**config.mk**
```make
export PLATFORM = sky130hd
export DESIGN_NAME = incr_pipe_arbiter
export DESIGN_NICKNAME = d
export VERILOG_FILES = /design/src/rtl/incr_pipe_arbiter.sv
export SDC_FILE = /design/constraint.sdc
export NUM_CORES = 1
export LEC_CHECK = 0
export BUFFER_PORTS_ARGS = -buffer_cell sky130_fd_sc_hd__buf_2
export CORE_AREA = 2 2 45 47
export CTS_BUF_LIST = sky130_fd_sc_hd__clkbuf_4
export CTS_CLUSTER_SIZE = 30
export DETAILED_ROUTE_END_ITERATION = 12
export DIE_AREA = 0 0 47 49
export PLACE_DENSITY = 0.77
export SYNTH_ARGS = -nofsm -noshare
export SYNTH_HDL_FRONTEND = slang
export SYNTH_SLANG_ARGS = --single-unit
```
**constraint.sdc**
```tcl
create_clock -name clk -period 2.1 [get_ports clk]
set_input_delay 0.42 -clock clk [delete_from_list [all_inputs] [get_ports clk]]
set_output_delay 0.42 -clock clk [all_outputs]
set_load 0.02 [all_outputs]
```
**src/rtl/incr_pipe_arbiter.sv**
```systemverilog
// -----------------------------------------------------------------------------
// incr_pipe_arbiter
//   Two requesters share one registered +1 increment chain of STAGES stages.
//   A round-robin arbiter picks at most one operand per cycle, tags it with the
//   requester id, and the chain returns operand + STAGES (mod 2^WIDTH) on a
//   single backpressured response port, strictly in acceptance order.
//
// Handshake: a transfer happens on a rising edge where valid && ready are both
//   high. Requesters hold valid/data until ready; the response port holds
//   rsp_valid/rsp_id/rsp_data until rsp_ready. The whole chain freezes while
//   rsp_valid && !rsp_ready (stall); during a stall both readies are low.
//
// Ports:
//   clk, rst                  clock, synchronous active-high reset
//   req0_valid/data/ready     requester 0 operand handshake
//   req1_valid/data/ready     requester 1 operand handshake
//   rsp_valid/id/data/ready   tagged result handshake
//   busy                      any stage (including the output stage) valid
//   grant_cnt0/1              saturating per-requester acceptance counters,
//                             present only when INCR_PIPE_ARB_STATS_EN is defined
// -----------------------------------------------------------------------------
module incr_pipe_arbiter #(
  parameter int WIDTH  = 3,
  parameter int STAGES = 4
) (
  input  logic             clk,
  input  logic             rst,
  input  logic             req0_valid,
  input  logic [WIDTH-1:0] req0_data,
  output logic             req0_ready,
  input  logic             req1_valid,
  input  logic [WIDTH-1:0] req1_data,
  output logic             req1_ready,
  output logic             rsp_valid,
  output logic             rsp_id,
  output logic [WIDTH-1:0] rsp_data,
  input  logic             rsp_ready,
  output logic             busy
`ifdef INCR_PIPE_ARB_STATS_EN
  ,
  output logic [7:0]       grant_cnt0,
  output logic [7:0]       grant_cnt1
`endif
);

  // Stage k (0-based) holds operand + k + 1; the last stage is the output.
  logic [STAGES-1:0] vld_q, vld_d;
  logic [STAGES-1:0] id_q, id_d;
  logic [WIDTH-1:0]  data_q [STAGES];
  logic [WIDTH-1:0]  data_d [STAGES];
  // Id of the most recent acceptance; reset to 1 so req0 wins the first tie.
  logic              last_q, last_d;

  logic stall;
  logic grant0, grant1;
  logic acc0, acc1, acc;

  assign stall  = vld_q[STAGES-1] && !rsp_ready;
  assign grant0 = req0_valid && (!req1_valid || last_q);
  assign grant1 = req1_valid && (!req0_valid || !last_q);

  assign req0_ready = grant0 && !stall && !rst;
  assign req1_ready = grant1 && !stall && !rst;

  assign acc0 = req0_valid && req0_ready;
  assign acc1 = req1_valid && req1_ready;
  assign acc  = acc0 || acc1;

  always_comb begin
    vld_d  = vld_q;
    id_d   = id_q;
    data_d = data_q;
    last_d = last_q;
    if (!stall) begin
      vld_d[0]  = acc;
      id_d[0]   = acc1;
      data_d[0] = acc ? ((acc1 ? req1_data : req0_data) + WIDTH'(1)) : '0;
      for (int k = 1; k < STAGES; k++) begin
        vld_d[k]  = vld_q[k-1];
        id_d[k]   = id_q[k-1];
        // Bubbles carry zero so an idle output stage always reads as 0.
        data_d[k] = vld_q[k-1] ? (data_q[k-1] + WIDTH'(1)) : '0;
      end
    end
    if (acc) last_d = acc1;
  end

  always_ff @(posedge clk) begin
    if (rst) begin
      vld_q  <= '0;
      id_q   <= '0;
      last_q <= 1'b1;
      for (int k = 0; k < STAGES; k++) data_q[k] <= '0;
    end else begin
      vld_q  <= vld_d;
      id_q   <= id_d;
      last_q <= last_d;
      for (int k = 0; k < STAGES; k++) data_q[k] <= data_d[k];
    end
  end

  assign rsp_valid = vld_q[STAGES-1];
  assign rsp_id    = id_q[STAGES-1];
  assign rsp_data  = data_q[STAGES-1];
  assign busy      = |vld_q;

`ifdef INCR_PIPE_ARB_STATS_EN
  logic [7:0] cnt0_q, cnt0_d;
  logic [7:0] cnt1_q, cnt1_d;

  always_comb begin
    cnt0_d = cnt0_q;
    cnt1_d = cnt1_q;
    if (acc0 && (cnt0_q != 8'hff)) cnt0_d = cnt0_q + 8'd1;
    if (acc1 && (cnt1_q != 8'hff)) cnt1_d = cnt1_q + 8'd1;
  end

  always_ff @(posedge clk) begin
    if (rst) begin
      cnt0_q <= '0;
      cnt1_q <= '0;
    end else begin
      cnt0_q <= cnt0_d;
      cnt1_q <= cnt1_d;
    end
  end

  assign grant_cnt0 = cnt0_q;
  assign grant_cnt1 = cnt1_q;
`endif

endmodule
```
# == Word-level counts from Yosys, hierarchy flattened ==
# Cells that the tools add are included.
# word_totals
elab_cells,35
output_inout_bits,8
ff_bits,21
# op_classes
n_addsub,4
muxes,5
reduce_logical,19
# ops
op,count
3-bit 2-to-1 mux,5
"3-bit by 1-bit adder with 3-bit output, second input constant",4
1-bit logical AND,9
1-bit zero test,6
4-bit OR reduction,1
1-bit logical OR,3

# == Depth between registers and ports, before layout ==
# Gate-level depths: netlist of run 1.
# depth
depth_word,9
mapped_depth,6
depth_no_buf,6

# == Least setup slack after synthesis of run 1 ==
# OpenSTA, ideal clock, no wires.
# synth_timing
path_kind,input port to flip-flop
startpoint,in req1_valid
endpoint,reg data_q[11] (netlist bit)
required_ns,1.983
path_buffers,0
path_stages,6
arrival_time_ns,1.812
slack_ns,0.171
path_cell_list,a21boi_2 nor3b_4 mux2_2 ha_1 xnor2_1 a22o_1
# synth_between
elab_cells_between_ends,14
cone_classes,1 x add/sub; 2 x mux; 11 x reduce/logical
# synth_rtl
element,line_no,source
start: declaration,31,"input logic req1_valid,"
1-bit logical AND (*),60,assign grant1 = req1_valid && (!req0_valid || !last_q);
1-bit logical AND (*) (2 in a row),63,assign req1_ready = grant1 && !stall && !rst;
named net req1_ready,33,"output logic req1_ready,"
1-bit logical AND (*),66,assign acc1 = req1_valid && req1_ready;
3-bit 2-to-1 mux,77,data_d[0] = acc ? ((acc1 ? req1_data : req0_data) + WIDTH'(1)) : '0;
3-bit by 1-bit adder with 3-bit output,77,
3-bit 2-to-1 mux (*),77,
end: declaration,49,logic [WIDTH-1:0] data_q [STAGES];
# Mark *: on every way through the listed nets, which the timed path passes. The rest lies on a longest branch.
# A chain may end at the register's enable or synchronous reset.

# == Worst setup path after layout of run 1 ==
# layout_timing
startpoint,reg vld_q[3]
endpoint,out req0_ready
# layout_between
elab_chain_len,4
# layout_lines
element,line_no,source
start: declaration,47,"logic [STAGES-1:0] vld_q, vld_d;"
start signal: assignment,95,vld_q <= vld_d;
1-bit logical AND,58,assign stall = vld_q[STAGES-1] && !rsp_ready;
1-bit zero test,n/a,
1-bit logical AND (2 in a row),62,assign req0_ready = grant0 && !stall && !rst;
end: declaration,30,"output logic req0_ready,"
# No other way between the ends.

==> results of run 1 <==
[critical path: stages, from the launching register on]
cell and delay (ns):
dfxtp_1 0.37, nor2b_2 0.23, buf_4 0.27, nor3_1 0.07, buf_2 0.16
[sequential cells by signal, indices dropped and copies added (netlist names)]
register	cells
last_q	1
data_q	9
vld_q	4
rsp_data	3
id_q	4
[cell type report]
cell class	count	area, um2
fillers	168	765.7
multi-input cells	79	475.5
flip-flops and latches	21	420.4
repair buffers	21	112.6
well taps	27	33.78
clock buffers	4	30.03
inverters	1	3.754
[per-layer routing]
metal  up-vias  GRT usage, %  wire length [um]
met3         3         3.333                87
met1       335         21.76               741
met5         -             0                 0
li1        404             -                 -
met4         0         6.944                23
met2        21         24.43               768
[per-stage QoR]
step / utilization (%) / instances
after floorplan: - / 110
after global placement: 56.79 / 149
after detailed placement: 56.79 / 149
after CTS: 58.42 / 153
after global routing: 58.42 / 153
final: 58.42 / 153
[power by group through the flow]
stage	logic, W	registers (W)	clock network (W)
after floorplan	0.0000540	0.000429	0
after global placement	0.0000767	0.000431	0
after detailed placement	0.0000800	0.000431	0
after CTS	0.0000800	0.000422	0.000205
after global routing	0.0000886	0.000425	0.000229
final	0.0000792	0.000422	0.000203
[cells in the final DEF, fill, tap and decap left out, types with 3 or more instances in the layout]
| cell | instances |
|---|---|
| nand2_1 | 23 |
| dfxtp_1 | 21 |
| buf_2 | 18 |
| a21oi_1 | 17 |
| nand3_1 | 6 |
| nor2_1 | 5 |
| ha_1 | 4 |
| clkbuf_4 | 4 |
| nand3b_1 | 3 |
| xor2_1 | 3 |
| buf_4 | 3 |
[synthesized netlist by cell type]
master,instances,area share (%)
xor2_1,3,2.8
or3_1,1,0.66
or4_1,1,0.79
nand3_1,6,3.2
inv_1,1,0.39
dfxtp_1,21,44
buf_4,3,2.4
a31oi_1,1,0.66
a22oi_1,1,0.79
ha_1,4,5.3
mux2i_1,1,1.1
buf_2,4,2.1
mux2_4,1,1.6
o21ai_0,1,0.53
xnor2_1,1,0.92
nand2_1,23,9.1
a21boi_2,1,1.2
nor2_1,5,2.0
clkbuf_1,2,0.79
or2_2,1,0.66
a22o_1,1,0.92
nor2b_2,1,0.92
nor3b_4,1,2.0
mux2_2,1,1.2
nor3_1,2,1.1
nand3b_1,3,2.4
o21ai_2,1,0.92
nand2b_1,1,0.66
a21oi_1,17,9.0
[kinds of logic (layout without fill, tap and decap cells)]
logic type,count (synthesis),count (layout),synth area share [%]
XOR/XNOR,4,4,3.690
AND/OR/NAND/NOR,45,45,23.32
AO/OA/AOI/OAI,23,23,13.97
adder cells (fa/ha/maj),4,4,5.270
multiplexers,3,3,3.820
flip-flops,21,21,44.27
buffers and inverters,10,26,5.665
[how the worst max path moves through the flow]
stage	startpoint	to	slack, ns	cells after the start
CTS	vld_q[3]	req0_ready	0.25	4
global placement	req1_valid	data_q[11]	0.16	7
detailed placement	req1_valid	data_q[11]	0.1	7
finish	vld_q[3]	req0_ready	0.27	4
floorplan	req1_valid	data_q[11]	0.17	6
global route	vld_q[3]	req0_ready	0.15	4
==> metrics.txt, run 1 <==
H-tree depth 1; Bufs on Longest Clock Path 2; first-pass GRT wire length between 2000 and 3000 um; Reg2Reg Depth 6; Rel. slew slack between 70% and 80%; Pwr per Cell Area approximately 650 nW/um2; synthesized area 949.7 um2; net switching share of the total power between 20% and 30%; Seq/Total Area, Yosys 44.27%; Routed wire per std cell between 10 and 15 um; final hold violation count 0; Die H ~49 um; Max IR drop VDD 0.0004907 V; Reg2Reg Capture Point data_q[11]; Final period util 87.33%; Core Area around 1800 um2; max cap viols 0; Area after DPL 1046 um2; hold path cells 3; final setup TNS 0 ns; Finished Cell Area ~1100 um2; gr usage total roughly 16%; Syn Nets ~130; post-CTS resize count 0; worst-path fanout max 21; CTS Buf Count 3; pin count of the biggest net entering global routing 24; critical path launch point type flip-flop; DR vias/cell between 4 and 5; initial antenna violation count 0; IO Count 19; CTS Hold Bufs 0; Clock Sinks 21; worst-margin pin slew 0.3601 ns; first-pass detailed-route iteration total 4; sequential share of power between 50 and 60%; Post-DRT Antenna Nets 0; RSZ-0062 raised after global routing false; final hold slack 0.4369 ns; Area Growth Syn to Fin 13.31%; worst min-delay path class input pin to flip-flop; yosys warns 0; Final HPWL DP ~1200 um; Sw Pwr 0.0001672 W; LEAKAGE around 0.46 nW; nets between 100 and 150; RD Place Congestion about 0.74; R2R setup slack 0.31 ns; count of different cell masters after synthesis 29; layout cells sized above 1 between 20% and 30%; HP Start req1_data[0]; f_max 545.3 MHz; dpl ws between 0.09 and 0.1 ns; critical path arrival approximately 1.4 ns; Die W roughly 47 um; hold path endpoint data_q[9]; mean cell area of the mapped netlist ~8.6 um2; reg2reg start last_q; vias in the first global route 660; initial core utilization roughly half; Worst setup EP type output port; Overflow after GRT 0; CTS tree built; n_diodes 0; post-CTS setup repair buffer count 0; status finished, final reports clean; Post-Synthesis Cells 110; worst setup margin between 0.2 and 0.3 ns; CP Data Required Time about 1.7 ns; Comb pwr share 11.3%; Clock Pin Slew Worst Setup and Hold Paths approximately 0.11 ns; clock tree root buffer cell clkbuf_4; crit path time final roughly 1.8 ns; Final setup viols 0; Clk pwr share 28.8%; buffers added on ports 18; final slew viol count 0; final WL approximately 1600 um; flops & latches, synth 21; clk_lat worst skew approximately 0.3 ns; Initial DRC Count 15; residual DRC count 0; Final Total Pwr just over 0.0007 W; internal power 0.0005368 W; Clock Skew ~0.007 ns; via count approximately 760; die area about 2300 um2; kind of critical path flip-flop to output port; floorplan row count 16
Power figures use the tool's default switching activity.
==> run 2, diff against run 1 <==
==> constraint.sdc (replaced) <==
create_clock -name clk -period 2.1 [get_ports clk]
set_input_delay 0.315 -clock clk [delete_from_list [all_inputs] [get_ports clk]]
set_output_delay 0.315 -clock clk [all_outputs]
set_load 0.02 [all_outputs]
==> run 2 against run 1 <==
Against the previous run: utilization unchanged; die area unchanged; non-clock buffer count is the same; fmax increased by 2.4%; clock-buffer cell count stayed put; sequential cell count stayed put; worst hold slack got worse by 0.12 ns; worst setup slack gained 0.043 ns; total power up 0.55%; global-route usage increased by 1.5 points; sequential power hardly changed; largest power group unchanged.
==> metrics.txt, run 2 (synthesis gave the netlist of run 1 again) <==
status finished, final reports clean; Worst setup EP type flip-flop; n_diodes 0; clock tree root buffer cell clkbuf_4; worst setup margin 0.3095 ns; initial core utilization 51.56%; Final period util roughly 85%; first-pass detailed-route iteration total 4; Final setup viols 0; post-CTS resize count 0; H-tree depth 1; worst-path cell chain a21boi_2 -> nor3b_4 -> mux2_2 -> ha_1 -> a22oi_1 -> nor2_1; IO Count 19; final slew viol count 0; kind of critical path flip-flop to flip-flop; initial antenna violation count 0; Seq. cell area ~420 um2; Bufs on Longest Clock Path 2; Clk pwr share between 20% and 30%; Rel. slew slack between 70% and 80%; floorplan row count 16; commonest non-fill, non-tap cell in the layout nand2_1; critical path arrival 1.99 ns; number of fill cells ~190; residual DRC count 0; internal power between 0.0005 and 0.0006 W; Largest regs data_q: 9 flops, id_q: 4 flops, vld_q: 4 flops; max reg flops 9; CTS Buf Count 3; layout cells sized above 1 about a quarter; Area Growth Syn to Fin 13.31%; first-pass GRT wire length around 3000 um; Pwr per Cell Area approximately 660 nW/um2; CP Data Required Time 2.30 ns; crit path time final 1.791 ns; Cell Count, Final, Fillers Out around 150; final setup TNS 0 ns; Comb pwr share about 11%; RD Place Congestion 0.7143; LEAKAGE ~0.46 nW; Crit. Startpoint last_q; Overflow after GRT 0; Post-DRT Antenna Nets 0; HP Start req1_data[0]; critical path launch point type flip-flop; met2 usage 30.59%; vias in the first global route 749; RSZ-0062 raised after global routing false; slowest stage cell, crit path mux2_2; max cap viols 0; die area about 2300 um2; final WL between 1500 and 2000 um; Clock Skew between 0.002 and 0.003 ns; Clock Pin Slew Worst Setup and Hold Paths between 0.1 and 0.15 ns; Top reg by flops data_q; Routed wire per std cell around 11 um; Clock Sinks 21; via count slightly below 800; worst-margin pin slew 0.3859 ns; f_max approximately 560 MHz; clk_lat worst skew just over 0.3 ns; M1 GR Usage 20.23%; CP max stage delay 0.37 ns; Max IR drop VDD 0.0003614 V; reg2reg start last_q; pin count of the biggest net entering global routing 24; net switching share of the total power roughly 24%; Core Area between 1500 and 2000 um2; DP Cell Count between 100 and 150; sequential share of power 59.6%; CTS Hold Bufs 0; worst min-delay path class input pin to flip-flop; final hold violation count 0; Die W approximately 47 um; worst-path fanout max 4; nets approximately 140; DR vias/cell roughly 5.1; post-CTS setup repair buffer count 0; Sw Pwr 0.0001707 W; CTS tree built; Multi-input gate area about 480 um2; Initial DRC Count 5; buffers added on ports 18; dpl ws roughly 0.2 ns; GR peak layer met2; gr usage total roughly 18%; grt met3 use about 3.3%; Final HPWL DP roughly 1300 um; Die H around 50 um; CP top delay family multiplexers; commonest non-fill, non-tap cells in the layout 23 x nand2_1, 21 x dfxtp_1, 18 x buf_2; WP buf/inv 0
## run 2: cell counts in the layout (fill, tap and decap cells not counted)
No cell type changed its count.
## run 2: tightest hold or removal path, stage by stage
cell and delay [ns]:
buf_2 0.08, mux2_4 0.15, o21ai_2 0.05
## run 2: cell type report
class	instances	area share [%]
Clock buffer	4	2.791
Inverter	1	0.3488
Sequential cell	21	39.07
Timing Repair Buffer	21	10.47
Multi-Input combinational cell	79	44.19
Tap cell	27	3.140
## run 2: layer usage
metal	part of all wire (%)	vias to the layer above
li1	-	402
met1	44	354
met2	51	15
met3	3.5	5
met4	2.2	0
met5	0	-
## run 2: path summary, 6_finish.rpt
| path | depth (start not counted) | slack [ns] | end |
|---|---|---|---|
| setup / recovery | 6 | 0.31 | data_q[10] |
| hold / removal | 3 | 0.32 | data_q[9] |
| setup reg to reg | 6 | 0.31 | data_q[10] |
| hold reg to reg | 2 | 0.45 | id_q[3] |
## run 2: through the flow
stage / total power (W) / util [%] / area, um2 / hold WS, ns
2_1_floorplan: 0.0004833 / - / 949.7 / 0.4321
3_3_place_gp: 0.0005074 / 56.79 / 1046 / 0.4359
3_5_place_dp: 0.0005113 / 56.79 / 1046 / 0.4410
4_1_cts: 0.0007102 / 58.42 / 1076 / 0.3252
5_1_grt: 0.0007427 / 58.42 / 1076 / 0.3101
6_report: 0.0007078 / 58.42 / 1076 / 0.3169
## run 2: power groups by stage
stage | sequential [W] | clock (W) | combinational (W)
detailed placement | 0.000431 | 0 | 0.0000801
finish | 0.000422 | 0.000207 | 0.0000791
global route | 0.000424 | 0.000229 | 0.0000891
floorplan | 0.000429 | 0 | 0.0000540
CTS | 0.000422 | 0.000208 | 0.0000802
global placement | 0.000431 | 0 | 0.0000768
==> run 3, diff against run 2 <==
--- a/config.mk
+++ b/config.mk
@@ -12,6 +12,7 @@
 export DETAILED_ROUTE_END_ITERATION = 12
 export DIE_AREA = 0 0 47 49
 export PLACE_DENSITY = 0.77
+export RECOVER_POWER = 25
 export SYNTH_ARGS = -nofsm -noshare
 export SYNTH_HDL_FRONTEND = slang
 export SYNTH_SLANG_ARGS = --single-unit
==> run 3 against run 2 <==
Against the previous run: cell area is 0.81% lower; clock power hardly changed; critical path depth is 2 lower.
==> metrics.txt, run 3 (synthesis gave the netlist of run 1 again) <==
Final period util about nine tenths; first-pass GRT wire length about 3000 um; RD Place Congestion between 0.7 and 0.8; Post-DRT Antenna Nets 0; Routed wire per std cell between 10 and 15 um; final setup TNS 0 ns; Die H 49 um; gr usage total 17.64%; f_max about 540 MHz; number of fill cells about 190; reg2reg start last_q; worst min-delay path class input pin to flip-flop; critical path launch point type flip-flop; final slew viol count 0; Seq. cell area 420.4 um2; status finished, final reports clean; Reg2Reg Depth 6; post-CTS resize count 0; residual DRC count 0; Clock Pin Slew Worst Setup and Hold Paths 0.11 ns; max cap viols 0; crit path time final about 1.9 ns; worst-path fanout max 21; Max IR drop VDD between 0.0003 and 0.0004 V; highest routed layer met4; Top reg by flops data_q; Sw Pwr ~0.00017 W; clock tree root buffer cell clkbuf_4; Worst setup EP type output port; pin count of the biggest net entering global routing 24; Final HPWL DP roughly 1300 um; n_diodes 0; commonest non-fill, non-tap cell in the layout nand2_1; nets around 140; Core Area 1842 um2; CTS tree built; sequential share of power 59.7%; via count just under 800; Multi-input gate area between 400 and 500 um2; M1 WL approximately 760 um; Die W roughly 47 um; Area after DPL 1046 um2; commonest non-fill, non-tap cells in the layout 23 x nand2_1, 21 x dfxtp_1, 17 x a21oi_1; HP Start req1_data[0]; CP Data Required Time around 1.8 ns; clk_lat worst skew a little over 0.3 ns; final WL between 1500 and 2000 um; post-CTS setup repair buffer count 0; Initial DRC Count 5; Area Growth Syn to Fin 12.38%; hold path endpoint data_q[9]; Reg2Reg Capture Point data_q[10]; H-tree depth 1; Rel. slew slack between 70 and 80%; R2R setup slack about 0.31 ns; CTS Buf Count 3; Clock Skew 0.002668 ns; initial antenna violation count 0; Bufs on Longest Clock Path 2; net switching share of the total power between 20 and 25%; kind of critical path flip-flop to output port; die area 2303 um2; vias in the first global route ~750; final hold violation count 0; hold path cells 3; Finished Cell Area between 1000 and 1500 um2; CTS Hold Bufs 0; initial core utilization ~52%; Pwr per Cell Area roughly 660 nW/um2; Final Total Pwr 0.0007074 W; critical path arrival 1.55 ns; Comb pwr share around 11%; first-pass detailed-route iteration total 4; worst-margin pin slew just under 0.4 ns; IO Count 19; Final setup viols 0; layout cells sized above 1 a little over 20%; Largest regs data_q: 9 flops, id_q: 4 flops, vld_q: 4 flops; max reg flops 9; Clock Sinks 21; Clk pwr share between 20 and 30%; met2 wire len between 800 and 900 um; LEAKAGE between 0.4 and 0.5 nW; final core occ between 50 and 60%; internal power 0.0005368 W; RSZ-0062 raised after global routing false; floorplan row count 16; met3 routed WL roughly 60 um; DR vias/cell between 5 and 6; Overflow after GRT 0; buffers added on ports 18
run 3: changes by cell type in the layout (fill, tap and decap cells not counted):
cell / delta
buf_2: -5
clkbuf_1: +5
nor2b_1: +1
nor2b_2: -1
run 3: layout make-up:
cell class | count | share of cell area, %
Clock buffer | 4 | 2.814
Inverter | 1 | 0.3517
Multi-Input combinational cell | 79 | 44.31
Sequential cell | 21 | 39.39
Tap cell | 27 | 3.165
Timing Repair Buffer | 21 | 9.965
run 3: worst max-delay path: stages, from the launching register on:
cell	delay (ns)
dfxtp_1	0.38
nor2b_1	0.31
buf_4	0.30
nor3_1	0.08
buf_2	0.16
run 3: worst max-delay path by stage:
| stage | endpoint | startpoint | depth (start not counted) | slack (ns) |
|---|---|---|---|---|
| finish | req0_ready | vld_q[3] | 4 | 0.24 |
| global route | req0_ready | vld_q[3] | 4 | 0.11 |
| CTS | data_q[10] | last_q | 6 | 0.30 |
| detailed placement | data_q[10] | req1_valid | 7 | 0.20 |
| global placement | data_q[10] | req1_valid | 7 | 0.26 |
| floorplan | data_q[11] | vld_q[3] | 6 | 0.24 |
run 3: power groups by stage:
stage | registers, W | logic, W | clock network (W)
3_3_place_gp | 0.000431 | 0.0000768 | 0
3_5_place_dp | 0.000431 | 0.0000801 | 0
5_1_grt | 0.000424 | 0.0000886 | 0.000229
6_report | 0.000422 | 0.0000786 | 0.000207
2_1_floorplan | 0.000429 | 0.0000540 | 0
4_1_cts | 0.000422 | 0.0000802 | 0.000208
run 3: per-stage QoR:
step,hold WS [ns],std cells,worst slack (ns)
3_5_place_dp,0.4410,149,0.2049
6_report,0.3169,153,0.2366
4_1_cts,0.3252,153,0.2981
2_1_floorplan,0.4321,110,0.2365
5_1_grt,0.3101,153,0.1106
3_3_place_gp,0.4359,149,0.2593
run 3: layer usage:
layer	vias to the layer above	GRT usage (%)
met5	-	0
met2	15	30.59
met1	355	20.23
met3	5	3.333
met4	0	6.944
li1	402	-
